### config.mk
export PLATFORM = sky130hd
export DESIGN_NAME = dcache_mem_ctrl_flat
export DESIGN_NICKNAME = d
export VERILOG_FILES = /design/src/rtl/dcache_mem_ctrl_if.sv /design/src/rtl/dcache_mem_ctrl.sv /design/src/flat_wrapper.sv
export SDC_FILE = /design/constraint.sdc
export NUM_CORES = 2
export LEC_CHECK = 0
export BUFFER_PORTS_ARGS = -buffer_cell sky130_fd_sc_hd__buf_2
export CAP_MARGIN = 25
export CORE_UTILIZATION = 40
export CTS_CLUSTER_SIZE = 20
export DETAILED_ROUTE_END_ITERATION = 8
export PLACE_DENSITY = 0.65
export SYNTH_ARGS = -nofsm -noshare
export SYNTH_HDL_FRONTEND = slang
export SYNTH_SLANG_ARGS = --single-unit
### constraint.sdc
create_clock -name clock -period 9.4 [get_ports clock]
set_clock_uncertainty 0.15 [all_clocks]
set_input_delay 1.88 -clock clock [delete_from_list [all_inputs] [get_ports clock]]
set_output_delay 1.88 -clock clock [all_outputs]
set_load 0.005 [all_outputs]
### src/rtl/dcache_mem_ctrl_if.sv
// Bus bundle between dcache/LSQ, the memory controller and the shared 64-bit memory port.
// slave = controller side, master = dcache + memory side.
`ifndef LSQSZ
`define LSQSZ 8
`endif

interface dcache_mem_ctrl_if #(
  parameter int LSQSZ = `LSQSZ
);
  logic             wr_en_in;
  logic [15:0]      wr_addr_in;
  logic [63:0]      wr_data_in;
  logic [1:0]       wr_size_in;

  logic             rd_en_in;
  logic [15:0]      rd_addr_in;
  logic [1:0]       rd_size_in;
  logic [LSQSZ-1:0] rd_gnt_in;

  logic             wb_en_in;
  logic [15:0]      wb_addr_in;
  logic [63:0]      wb_data_in;
  logic [1:0]       wb_size_in;

  logic             req_ready;
  logic             overflow_err;

  logic [1:0]       proc2mem_command;
  logic [15:0]      proc2mem_addr;
  logic [63:0]      proc2mem_data;
  logic [1:0]       proc2mem_size;
  logic             mem_grant;
  logic [3:0]       mem2proc_response;
  logic [3:0]       mem2proc_tag;
  logic [63:0]      mem2proc_data;

  logic             mem_wr_en;
  logic [4:0]       mem_wr_idx;
  logic [7:0]       mem_wr_tag;
  logic [63:0]      mem_wr_data;

  logic             ld_done_en;
  logic [LSQSZ-1:0] ld_done_gnt;
  logic [63:0]      ld_done_data;

  modport slave (
    input  wr_en_in, wr_addr_in, wr_data_in, wr_size_in,
    input  rd_en_in, rd_addr_in, rd_size_in, rd_gnt_in,
    input  wb_en_in, wb_addr_in, wb_data_in, wb_size_in,
    output req_ready, overflow_err,
    output proc2mem_command, proc2mem_addr, proc2mem_data, proc2mem_size,
    input  mem_grant, mem2proc_response, mem2proc_tag, mem2proc_data,
    output mem_wr_en, mem_wr_idx, mem_wr_tag, mem_wr_data,
    output ld_done_en, ld_done_gnt, ld_done_data
  );

  modport master (
    output wr_en_in, wr_addr_in, wr_data_in, wr_size_in,
    output rd_en_in, rd_addr_in, rd_size_in, rd_gnt_in,
    output wb_en_in, wb_addr_in, wb_data_in, wb_size_in,
    input  req_ready, overflow_err,
    input  proc2mem_command, proc2mem_addr, proc2mem_data, proc2mem_size,
    output mem_grant, mem2proc_response, mem2proc_tag, mem2proc_data,
    input  mem_wr_en, mem_wr_idx, mem_wr_tag, mem_wr_data,
    input  ld_done_en, ld_done_gnt, ld_done_data
  );
endinterface

### src/rtl/dcache_mem_ctrl.sv
// In-order request FIFO + outstanding-load table between dcache misses/evictions and memory.
// Optional DCACHE_MEM_CTRL_PERF_EN adds saturating load/store/busy counters.
`ifndef LSQSZ
`define LSQSZ 8
`endif

module dcache_mem_ctrl #(
  parameter int REQ_DEPTH       = 8,
  parameter int MAX_OUTSTANDING = 8,
  parameter int LSQSZ           = `LSQSZ
) (
  input  logic                    clock,
  input  logic                    reset,
  dcache_mem_ctrl_if.slave        bus
`ifdef DCACHE_MEM_CTRL_PERF_EN
  ,
  output logic [31:0]             perf_loads,
  output logic [31:0]             perf_stores,
  output logic [31:0]             perf_busy
`endif
);

  localparam int IDX_W = $clog2(REQ_DEPTH);
  localparam int PTR_W = IDX_W + 1;
  localparam int CNT_W = $clog2(MAX_OUTSTANDING + 1);

  localparam logic [1:0] CMD_NONE  = 2'd0;
  localparam logic [1:0] CMD_LOAD  = 2'd1;
  localparam logic [1:0] CMD_STORE = 2'd2;

  typedef struct packed {
    logic             is_load;
    logic [15:0]      addr;
    logic [63:0]      data;
    logic [1:0]       size;
    logic [LSQSZ-1:0] gnt;
  } req_t;

  req_t             r_fifo [REQ_DEPTH];
  logic [PTR_W-1:0] r_wr_ptr;
  logic [PTR_W-1:0] r_rd_ptr;
  logic             r_overflow;

  logic [15:0]      r_tbl_vld;
  logic [12:0]      r_tbl_line [16];
  logic [LSQSZ-1:0] r_tbl_gnt  [16];
  logic [CNT_W-1:0] r_out_cnt;

  logic             r_ret_en;
  logic [4:0]       r_ret_idx;
  logic [7:0]       r_ret_tag;
  logic [63:0]      r_ret_data;
  logic [LSQSZ-1:0] r_ret_gnt;

  logic [PTR_W-1:0] w_used;
  logic [PTR_W-1:0] w_free;
  logic             w_empty;
  logic             w_full;

  req_t             w_src      [3];
  logic [2:0]       w_src_en;
  logic [2:0]       w_push_ok;
  logic [PTR_W-1:0] w_push_ptr [3];
  logic [PTR_W-1:0] w_push_cnt;
  logic             w_drop;

  req_t             w_head;
  logic             w_cap_hit;
  logic             w_drive;
  logic             w_accept;
  logic             w_acc_load;
  logic             w_ret;

  // Occupancy from the extra-MSB pointers; full when MSBs differ and the index bits match.
  assign w_used  = r_wr_ptr - r_rd_ptr;
  assign w_free  = PTR_W'(REQ_DEPTH) - w_used;
  assign w_empty = (r_wr_ptr == r_rd_ptr);
  assign w_full  = (r_wr_ptr[PTR_W-1] != r_rd_ptr[PTR_W-1]) &&
                   (r_wr_ptr[PTR_W-2:0] == r_rd_ptr[PTR_W-2:0]);

  assign bus.req_ready    = (w_free >= PTR_W'(3)) && !w_full;
  assign bus.overflow_err = r_overflow;

  // Sources are packed into consecutive slots in wr, rd, wb order; whatever does not fit is dropped.
  always_comb begin
    w_src[0]   = '{1'b0, bus.wr_addr_in, bus.wr_data_in, bus.wr_size_in, {LSQSZ{1'b0}}};
    w_src[1]   = '{1'b1, bus.rd_addr_in, 64'd0,          bus.rd_size_in, bus.rd_gnt_in};
    w_src[2]   = '{1'b0, bus.wb_addr_in, bus.wb_data_in, bus.wb_size_in, {LSQSZ{1'b0}}};
    w_src_en   = {bus.wb_en_in, bus.rd_en_in, bus.wr_en_in};
    w_push_cnt = '0;
    w_drop     = 1'b0;
    for (int k = 0; k < 3; k++) begin
      w_push_ok[k]  = 1'b0;
      w_push_ptr[k] = r_wr_ptr + w_push_cnt;
      if (w_src_en[k]) begin
        if (w_push_cnt < w_free) begin
          w_push_ok[k] = 1'b1;
          w_push_cnt   = w_push_cnt + PTR_W'(1);
        end else begin
          w_drop = 1'b1;
        end
      end
    end
  end

  assign w_head     = r_fifo[r_rd_ptr[IDX_W-1:0]];
  assign w_cap_hit  = (r_out_cnt == CNT_W'(MAX_OUTSTANDING));
  assign w_drive    = !w_empty && bus.mem_grant && !(w_head.is_load && w_cap_hit);
  assign w_accept   = w_drive && (bus.mem2proc_response != 4'd0);
  assign w_acc_load = w_accept && w_head.is_load;
  assign w_ret      = (bus.mem2proc_tag != 4'd0) && r_tbl_vld[bus.mem2proc_tag];

  always_comb begin
    bus.proc2mem_command = CMD_NONE;
    bus.proc2mem_addr    = '0;
    bus.proc2mem_data    = '0;
    bus.proc2mem_size    = '0;
    if (w_drive) begin
      bus.proc2mem_command = w_head.is_load ? CMD_LOAD : CMD_STORE;
      bus.proc2mem_addr    = w_head.addr;
      bus.proc2mem_data    = w_head.data;
      bus.proc2mem_size    = w_head.size;
    end
  end

  always_ff @(posedge clock or negedge reset) begin
    if (!reset) begin
      r_wr_ptr   <= '0;
      r_rd_ptr   <= '0;
      r_overflow <= 1'b0;
    end else begin
      r_wr_ptr <= r_wr_ptr + w_push_cnt;
      if (w_accept) r_rd_ptr <= r_rd_ptr + PTR_W'(1);
      if (w_drop)   r_overflow <= 1'b1;
    end
  end

  // Payload storage needs no reset: slots are only read between push and pop.
  always_ff @(posedge clock) begin
    for (int k = 0; k < 3; k++) begin
      if (w_push_ok[k]) r_fifo[w_push_ptr[k][IDX_W-1:0]] <= w_src[k];
    end
  end

  // Invalidate before allocate so a same-tag accept in the return cycle keeps the new entry.
  always_ff @(posedge clock or negedge reset) begin
    if (!reset) begin
      r_tbl_vld <= '0;
      r_out_cnt <= '0;
    end else begin
      if (w_ret)      r_tbl_vld[bus.mem2proc_tag]      <= 1'b0;
      if (w_acc_load) r_tbl_vld[bus.mem2proc_response] <= 1'b1;
      if (w_acc_load && !w_ret)      r_out_cnt <= r_out_cnt + CNT_W'(1);
      else if (!w_acc_load && w_ret) r_out_cnt <= r_out_cnt - CNT_W'(1);
    end
  end

  always_ff @(posedge clock) begin
    if (w_acc_load) begin
      r_tbl_line[bus.mem2proc_response] <= w_head.addr[15:3];
      r_tbl_gnt[bus.mem2proc_response]  <= w_head.gnt;
    end
  end

  always_ff @(posedge clock or negedge reset) begin
    if (!reset) begin
      r_ret_en   <= 1'b0;
      r_ret_idx  <= '0;
      r_ret_tag  <= '0;
      r_ret_data <= '0;
      r_ret_gnt  <= '0;
    end else begin
      r_ret_en <= w_ret;
      if (w_ret) begin
        r_ret_idx  <= r_tbl_line[bus.mem2proc_tag][4:0];
        r_ret_tag  <= r_tbl_line[bus.mem2proc_tag][12:5];
        r_ret_data <= bus.mem2proc_data;
        r_ret_gnt  <= r_tbl_gnt[bus.mem2proc_tag];
      end else begin
        r_ret_idx  <= '0;
        r_ret_tag  <= '0;
        r_ret_data <= '0;
        r_ret_gnt  <= '0;
      end
    end
  end

  assign bus.mem_wr_en    = r_ret_en;
  assign bus.mem_wr_idx   = r_ret_idx;
  assign bus.mem_wr_tag   = r_ret_tag;
  assign bus.mem_wr_data  = r_ret_data;
  assign bus.ld_done_en   = r_ret_en;
  assign bus.ld_done_gnt  = r_ret_gnt;
  assign bus.ld_done_data = r_ret_data;

`ifdef DCACHE_MEM_CTRL_PERF_EN
  logic [31:0] r_perf_loads;
  logic [31:0] r_perf_stores;
  logic [31:0] r_perf_busy;

  always_ff @(posedge clock or negedge reset) begin
    if (!reset) begin
      r_perf_loads  <= '0;
      r_perf_stores <= '0;
      r_perf_busy   <= '0;
    end else begin
      if (w_acc_load && (r_perf_loads != 32'hFFFF_FFFF))
        r_perf_loads <= r_perf_loads + 32'd1;
      if (w_accept && !w_head.is_load && (r_perf_stores != 32'hFFFF_FFFF))
        r_perf_stores <= r_perf_stores + 32'd1;
      if (w_drive && !w_accept && (r_perf_busy != 32'hFFFF_FFFF))
        r_perf_busy <= r_perf_busy + 32'd1;
    end
  end

  assign perf_loads  = r_perf_loads;
  assign perf_stores = r_perf_stores;
  assign perf_busy   = r_perf_busy;
`endif

endmodule

### src/flat_wrapper.sv
// flat-port wrapper written by rule: the top's interface ports become plain ports
module dcache_mem_ctrl_flat 
#(
  parameter int REQ_DEPTH       = 8,
  parameter int MAX_OUTSTANDING = 8,
  parameter int LSQSZ           = `LSQSZ
)
  (clock, reset, bus_wr_en_in, bus_wr_addr_in, bus_wr_data_in, bus_wr_size_in, bus_rd_en_in, bus_rd_addr_in, bus_rd_size_in, bus_rd_gnt_in, bus_wb_en_in, bus_wb_addr_in, bus_wb_data_in, bus_wb_size_in, bus_req_ready, bus_overflow_err, bus_proc2mem_command, bus_proc2mem_addr, bus_proc2mem_data, bus_proc2mem_size, bus_mem_grant, bus_mem2proc_response, bus_mem2proc_tag, bus_mem2proc_data, bus_mem_wr_en, bus_mem_wr_idx, bus_mem_wr_tag, bus_mem_wr_data, bus_ld_done_en, bus_ld_done_gnt, bus_ld_done_data);
  dcache_mem_ctrl_if #(.LSQSZ(LSQSZ)) bus_i ();
  input  logic clock;
  input  logic reset;
  input wire logic [$bits(bus_i.wr_en_in)-1:0] bus_wr_en_in;
  input wire logic [$bits(bus_i.wr_addr_in)-1:0] bus_wr_addr_in;
  input wire logic [$bits(bus_i.wr_data_in)-1:0] bus_wr_data_in;
  input wire logic [$bits(bus_i.wr_size_in)-1:0] bus_wr_size_in;
  input wire logic [$bits(bus_i.rd_en_in)-1:0] bus_rd_en_in;
  input wire logic [$bits(bus_i.rd_addr_in)-1:0] bus_rd_addr_in;
  input wire logic [$bits(bus_i.rd_size_in)-1:0] bus_rd_size_in;
  input wire logic [$bits(bus_i.rd_gnt_in)-1:0] bus_rd_gnt_in;
  input wire logic [$bits(bus_i.wb_en_in)-1:0] bus_wb_en_in;
  input wire logic [$bits(bus_i.wb_addr_in)-1:0] bus_wb_addr_in;
  input wire logic [$bits(bus_i.wb_data_in)-1:0] bus_wb_data_in;
  input wire logic [$bits(bus_i.wb_size_in)-1:0] bus_wb_size_in;
  output wire logic [$bits(bus_i.req_ready)-1:0] bus_req_ready;
  output wire logic [$bits(bus_i.overflow_err)-1:0] bus_overflow_err;
  output wire logic [$bits(bus_i.proc2mem_command)-1:0] bus_proc2mem_command;
  output wire logic [$bits(bus_i.proc2mem_addr)-1:0] bus_proc2mem_addr;
  output wire logic [$bits(bus_i.proc2mem_data)-1:0] bus_proc2mem_data;
  output wire logic [$bits(bus_i.proc2mem_size)-1:0] bus_proc2mem_size;
  input wire logic [$bits(bus_i.mem_grant)-1:0] bus_mem_grant;
  input wire logic [$bits(bus_i.mem2proc_response)-1:0] bus_mem2proc_response;
  input wire logic [$bits(bus_i.mem2proc_tag)-1:0] bus_mem2proc_tag;
  input wire logic [$bits(bus_i.mem2proc_data)-1:0] bus_mem2proc_data;
  output wire logic [$bits(bus_i.mem_wr_en)-1:0] bus_mem_wr_en;
  output wire logic [$bits(bus_i.mem_wr_idx)-1:0] bus_mem_wr_idx;
  output wire logic [$bits(bus_i.mem_wr_tag)-1:0] bus_mem_wr_tag;
  output wire logic [$bits(bus_i.mem_wr_data)-1:0] bus_mem_wr_data;
  output wire logic [$bits(bus_i.ld_done_en)-1:0] bus_ld_done_en;
  output wire logic [$bits(bus_i.ld_done_gnt)-1:0] bus_ld_done_gnt;
  output wire logic [$bits(bus_i.ld_done_data)-1:0] bus_ld_done_data;
  assign bus_i.wr_en_in = bus_wr_en_in;
  assign bus_i.wr_addr_in = bus_wr_addr_in;
  assign bus_i.wr_data_in = bus_wr_data_in;
  assign bus_i.wr_size_in = bus_wr_size_in;
  assign bus_i.rd_en_in = bus_rd_en_in;
  assign bus_i.rd_addr_in = bus_rd_addr_in;
  assign bus_i.rd_size_in = bus_rd_size_in;
  assign bus_i.rd_gnt_in = bus_rd_gnt_in;
  assign bus_i.wb_en_in = bus_wb_en_in;
  assign bus_i.wb_addr_in = bus_wb_addr_in;
  assign bus_i.wb_data_in = bus_wb_data_in;
  assign bus_i.wb_size_in = bus_wb_size_in;
  assign bus_req_ready = bus_i.req_ready;
  assign bus_overflow_err = bus_i.overflow_err;
  assign bus_proc2mem_command = bus_i.proc2mem_command;
  assign bus_proc2mem_addr = bus_i.proc2mem_addr;
  assign bus_proc2mem_data = bus_i.proc2mem_data;
  assign bus_proc2mem_size = bus_i.proc2mem_size;
  assign bus_i.mem_grant = bus_mem_grant;
  assign bus_i.mem2proc_response = bus_mem2proc_response;
  assign bus_i.mem2proc_tag = bus_mem2proc_tag;
  assign bus_i.mem2proc_data = bus_mem2proc_data;
  assign bus_mem_wr_en = bus_i.mem_wr_en;
  assign bus_mem_wr_idx = bus_i.mem_wr_idx;
  assign bus_mem_wr_tag = bus_i.mem_wr_tag;
  assign bus_mem_wr_data = bus_i.mem_wr_data;
  assign bus_ld_done_en = bus_i.ld_done_en;
  assign bus_ld_done_gnt = bus_i.ld_done_gnt;
  assign bus_ld_done_data = bus_i.ld_done_data;
  dcache_mem_ctrl #(.REQ_DEPTH(REQ_DEPTH), .MAX_OUTSTANDING(MAX_OUTSTANDING), .LSQSZ(LSQSZ)) u_core (.clock(clock), .reset(reset), .bus(bus_i));
endmodule
==> impl_metrics.ini <==
[run_status]
outcome = complete, but fails checks
failed_checks = design-rule violations

[cells_and_area]
finish.utilization_pct = 46.0
final_net_count = 4579
finalInstanceArea_um2 = 66100
final_common_cell = sky130_fd_sc_hd__edfxtp_1
post_route_cells_drive_above_1_share_pct = 30.4
layout.cells.most_common_list = 992 x sky130_fd_sc_hd__edfxtp_1, 591 x sky130_fd_sc_hd__nand2_1, 587 x sky130_fd_sc_hd__mux2i_1, 501 x sky130_fd_sc_hd__buf_2, 288 x sky130_fd_sc_hd__mux4_2
area_growth_syn_to_layout_pct = 14.1

[power]
vdd.ir_drop.worst_mv = 0.434
power-per-cell-area_nw_per_um2 = 406
static-leakage-power_nw = 26.3

[worst_setup_path]
critical_path.max_fanout = 82
critPathCaptureType = flop
timing.critical_path.arrival_ns = 7.80
worstPathRequired_ns = 9.65
critPathKind = reg2reg
worstSetupStartpointType = flop

[synthesis]
synth_flop_cell = sky130_fd_sc_hd__edfxtp_1
synth_sequential_area_ratio_pct = 58.9
synth_compound_gate_area_share_pct = 2.45
synth_top_cell_by_area = sky130_fd_sc_hd__edfxtp_1
post_synth_inst_count = 3964
async_reset_ff_share_pct = 9.68
post_synth_main_area_contributors = sky130_fd_sc_hd__edfxtp_1 51%, sky130_fd_sc_hd__mux4_2 11%, sky130_fd_sc_hd__mux2i_1 10%, sky130_fd_sc_hd__dfrtp_1 4.9%, sky130_fd_sc_hd__mux2_2 4.2%
avgSynthCellArea_um2 = 14.6
synthSimpleGateAreaFrac_pct = 6.24
synth_fa_ha_area_share_pct = 0.523
synth_edf_count = 992
post_synth_instance_area_um2 = 57900
post_synth_mux_area_share_pct = 27.5
synth_cell_type_count = 57
ys_ff_latch = 1178
synthXorXnorAreaFrac_pct = 0.389
ys_warn_count = 0
yosysTopAreaCellShare_pct = 51.5
synth_top_family_by_area = multiplexers

[sta]
hold_viol_final = 0
rsz0062_at_grt = no
timing_worst_slew_pin_value_ns = 1.07
slew_viols_final = 0
final_min_period_over_clock_period_pct = 80.3
final-setup-viol-count = 0
total_negative_setup_slacks_ns = 0
layout_min_cycle_time_ns = 7.55
slew-limit-headroom_pct = 28.5
fmax_mhz = 132

[global_routing]
grt_pass1_vias = 35570
antenna_found_initial = 63
groute.usage.overall_pct = 22.5
grt_pass1_wl_mm = 243
gr-total-overflow = 0
grt_start_max_net_pins = 108

[placement]
io_buffer_count = 504
detailed_place_hpwl_mm = 97.4
final_weighted_congestion_in_routability_driven_placement = 0.805
postPlaceCellArea_um2 = 61800

[clock_tree]
clk-insertion-delay-late_ns = 0.77
post_cts.repair.setup_buffers = 0
cts.sinks = 1178
maximum_level_of_the_cts_h_tree = 4
cts_resized = 0
tritoncts_buffer_count = 134
cts_hold_repair.buffers = 0
tritoncts = yes
clk_pin_slew_ns = 0.06
cts_max_path_buffers = 3
cts_root_buf = sky130_fd_sc_hd__clkbuf_16

[hold_path]
hold_path_class = reg2reg

[die]
initial_core_util_pct = 40.3
placementRows = 139
die-height_um = 382
boundaryPins = 505
core_area_um2 = 144000
die-width_um = 382
die_area_um2 = 146000

[route]
ant_nets = 0
drt_iter0_drc = 3575
mean_routed_wirelength_per_cell_um = 26.3
dr.pass1.iters = 8
post-route-drc-count = 128
via_count = 35299
viasPerCell = 5.58
wl_final_mm = 166

[run]
maxCapViolations = 0
[worst max-delay path: stages (launching register included)]
cell                       delay [ns]
sky130_fd_sc_hd__dfrtp_4         0.87
sky130_fd_sc_hd__inv_1           0.18
sky130_fd_sc_hd__ha_1            0.25
sky130_fd_sc_hd__inv_1           0.06
sky130_fd_sc_hd__ha_1            0.14
sky130_fd_sc_hd__inv_1           0.06
sky130_fd_sc_hd__fa_1            0.62
sky130_fd_sc_hd__nor2b_1         0.30
sky130_fd_sc_hd__o21a_1          0.71
sky130_fd_sc_hd__nand2_1         0.13
sky130_fd_sc_hd__ha_1            0.32
sky130_fd_sc_hd__and2_1          0.17
sky130_fd_sc_hd__a21o_1          0.19
sky130_fd_sc_hd__ha_1            0.18
sky130_fd_sc_hd__inv_1           0.07
sky130_fd_sc_hd__fa_1            0.51
sky130_fd_sc_hd__nor2b_1         0.50
sky130_fd_sc_hd__nand3_4         0.67
sky130_fd_sc_hd__o211ai_1        0.48
sky130_fd_sc_hd__buf_12          0.54
[where the power goes]
group	switching [mW]	leakage, nW	internal [mW]
Clock	2.22	2.08	2.88
Combinational	7.42	12.9	4.33
Sequential	0.667	11.3	9.29
Total	10.3	26.3	16.5
[registers in the layout (all words and copies together) (netlist names)]
register                 cells
u_core.bus.mem_wr_tag        8
u_core.r_tbl_vld            15
u_core.bus.ld_done_data     64
u_core.r_out_cnt             4
u_core.r_tbl_gnt           128
u_core.bus.overflow_err      1
u_core.r_fifo              728
u_core.r_wr_ptr              4
u_core.bus.mem_wr_idx        5
u_core.bus.ld_done_en        1
u_core.bus.ld_done_gnt       8
u_core.r_rd_ptr              4
u_core.r_tbl_line          208
[layout make-up]
cell class	instances	area (um2)
repair buffers	587	3330
multi-input cells	2312	21700
inverters	77	289
diodes	17	42.5
flip-flops and latches	1178	34100
fillers	12780	77600
well taps	1903	2380
clock buffers	173	3600
clock inverters	74	641
[path summary, 6_finish.rpt]
check                                     start                           to  slack, ns  cells past startpoint
max reg2reg                  u_core.r_rd_ptr[0]         u_core.r_fifo[2][42]       1.85                     19
min                        u_core.r_fifo[7][90]         u_core.r_fifo[7][90]       0.33                      2
min in group asynchronous                 reset     u_core.bus.mem_wr_tag[0]       0.95                      1
min reg2reg                u_core.r_fifo[7][90]         u_core.r_fifo[7][90]       0.33                      2
max in group asynchronous                 reset  u_core.bus.ld_done_data[31]       6.85                      2
max                          u_core.r_rd_ptr[0]         u_core.r_fifo[2][42]       1.85                     19
[through the flow]
step	cells	power (mW)	hold slack (ns)	setup WS, ns
detailed placement	6056	21.9	0.318	1.87
global placement	6053	21.6	0.307	1.82
finish	6321	26.8	0.328	1.85
CTS	6303	27.0	0.325	1.85
floorplan	3984	17.9	0.284	0.851
global route	6311	28.0	0.342	1.41
[per-layer routing]
layer,track usage [%],routed length (um),part of all wire (%),up-vias
met1,29.2,66700,40,18061
met3,5.94,14300,8.6,309
met4,6.96,4110,2.5,44
li1,-,-,-,15437
met2,36.9,81000,49,1448
met5,0,268,0.16,-
[cell families after synthesis]
| kind of cell | after synthesis |
|---|---|
| AO/OA/AOI/OAI | 212 |
| XOR/XNOR | 18 |
| adder cells (fa/ha/maj) | 22 |
| buffers and inverters | 494 |
| flip-flops | 1178 |
| multiplexers | 1190 |
| other | 1 |
| AND/OR/NAND/NOR | 849 |
[Yosys cell counts (all sizes together) (4+ instances only)]
cell / n
a211oi: 6
a21oi: 74
and2: 90
and3: 5
and4: 4
buf: 209
clkbuf: 208
dfrtp: 114
dfxtp: 72
edfxtp: 992
fa: 4
ha: 17
inv: 77
mux2: 315
mux2i: 587
mux4: 288
nand2: 591
nand2b: 7
nand3: 12
nand3b: 5
nor2: 94
nor2b: 18
nor3: 5
o211ai: 75
o21ai: 38
o31ai: 9
or3: 4
xnor2: 10
xor2: 8
No activity file was read; power rests on OpenSTA's default activity.
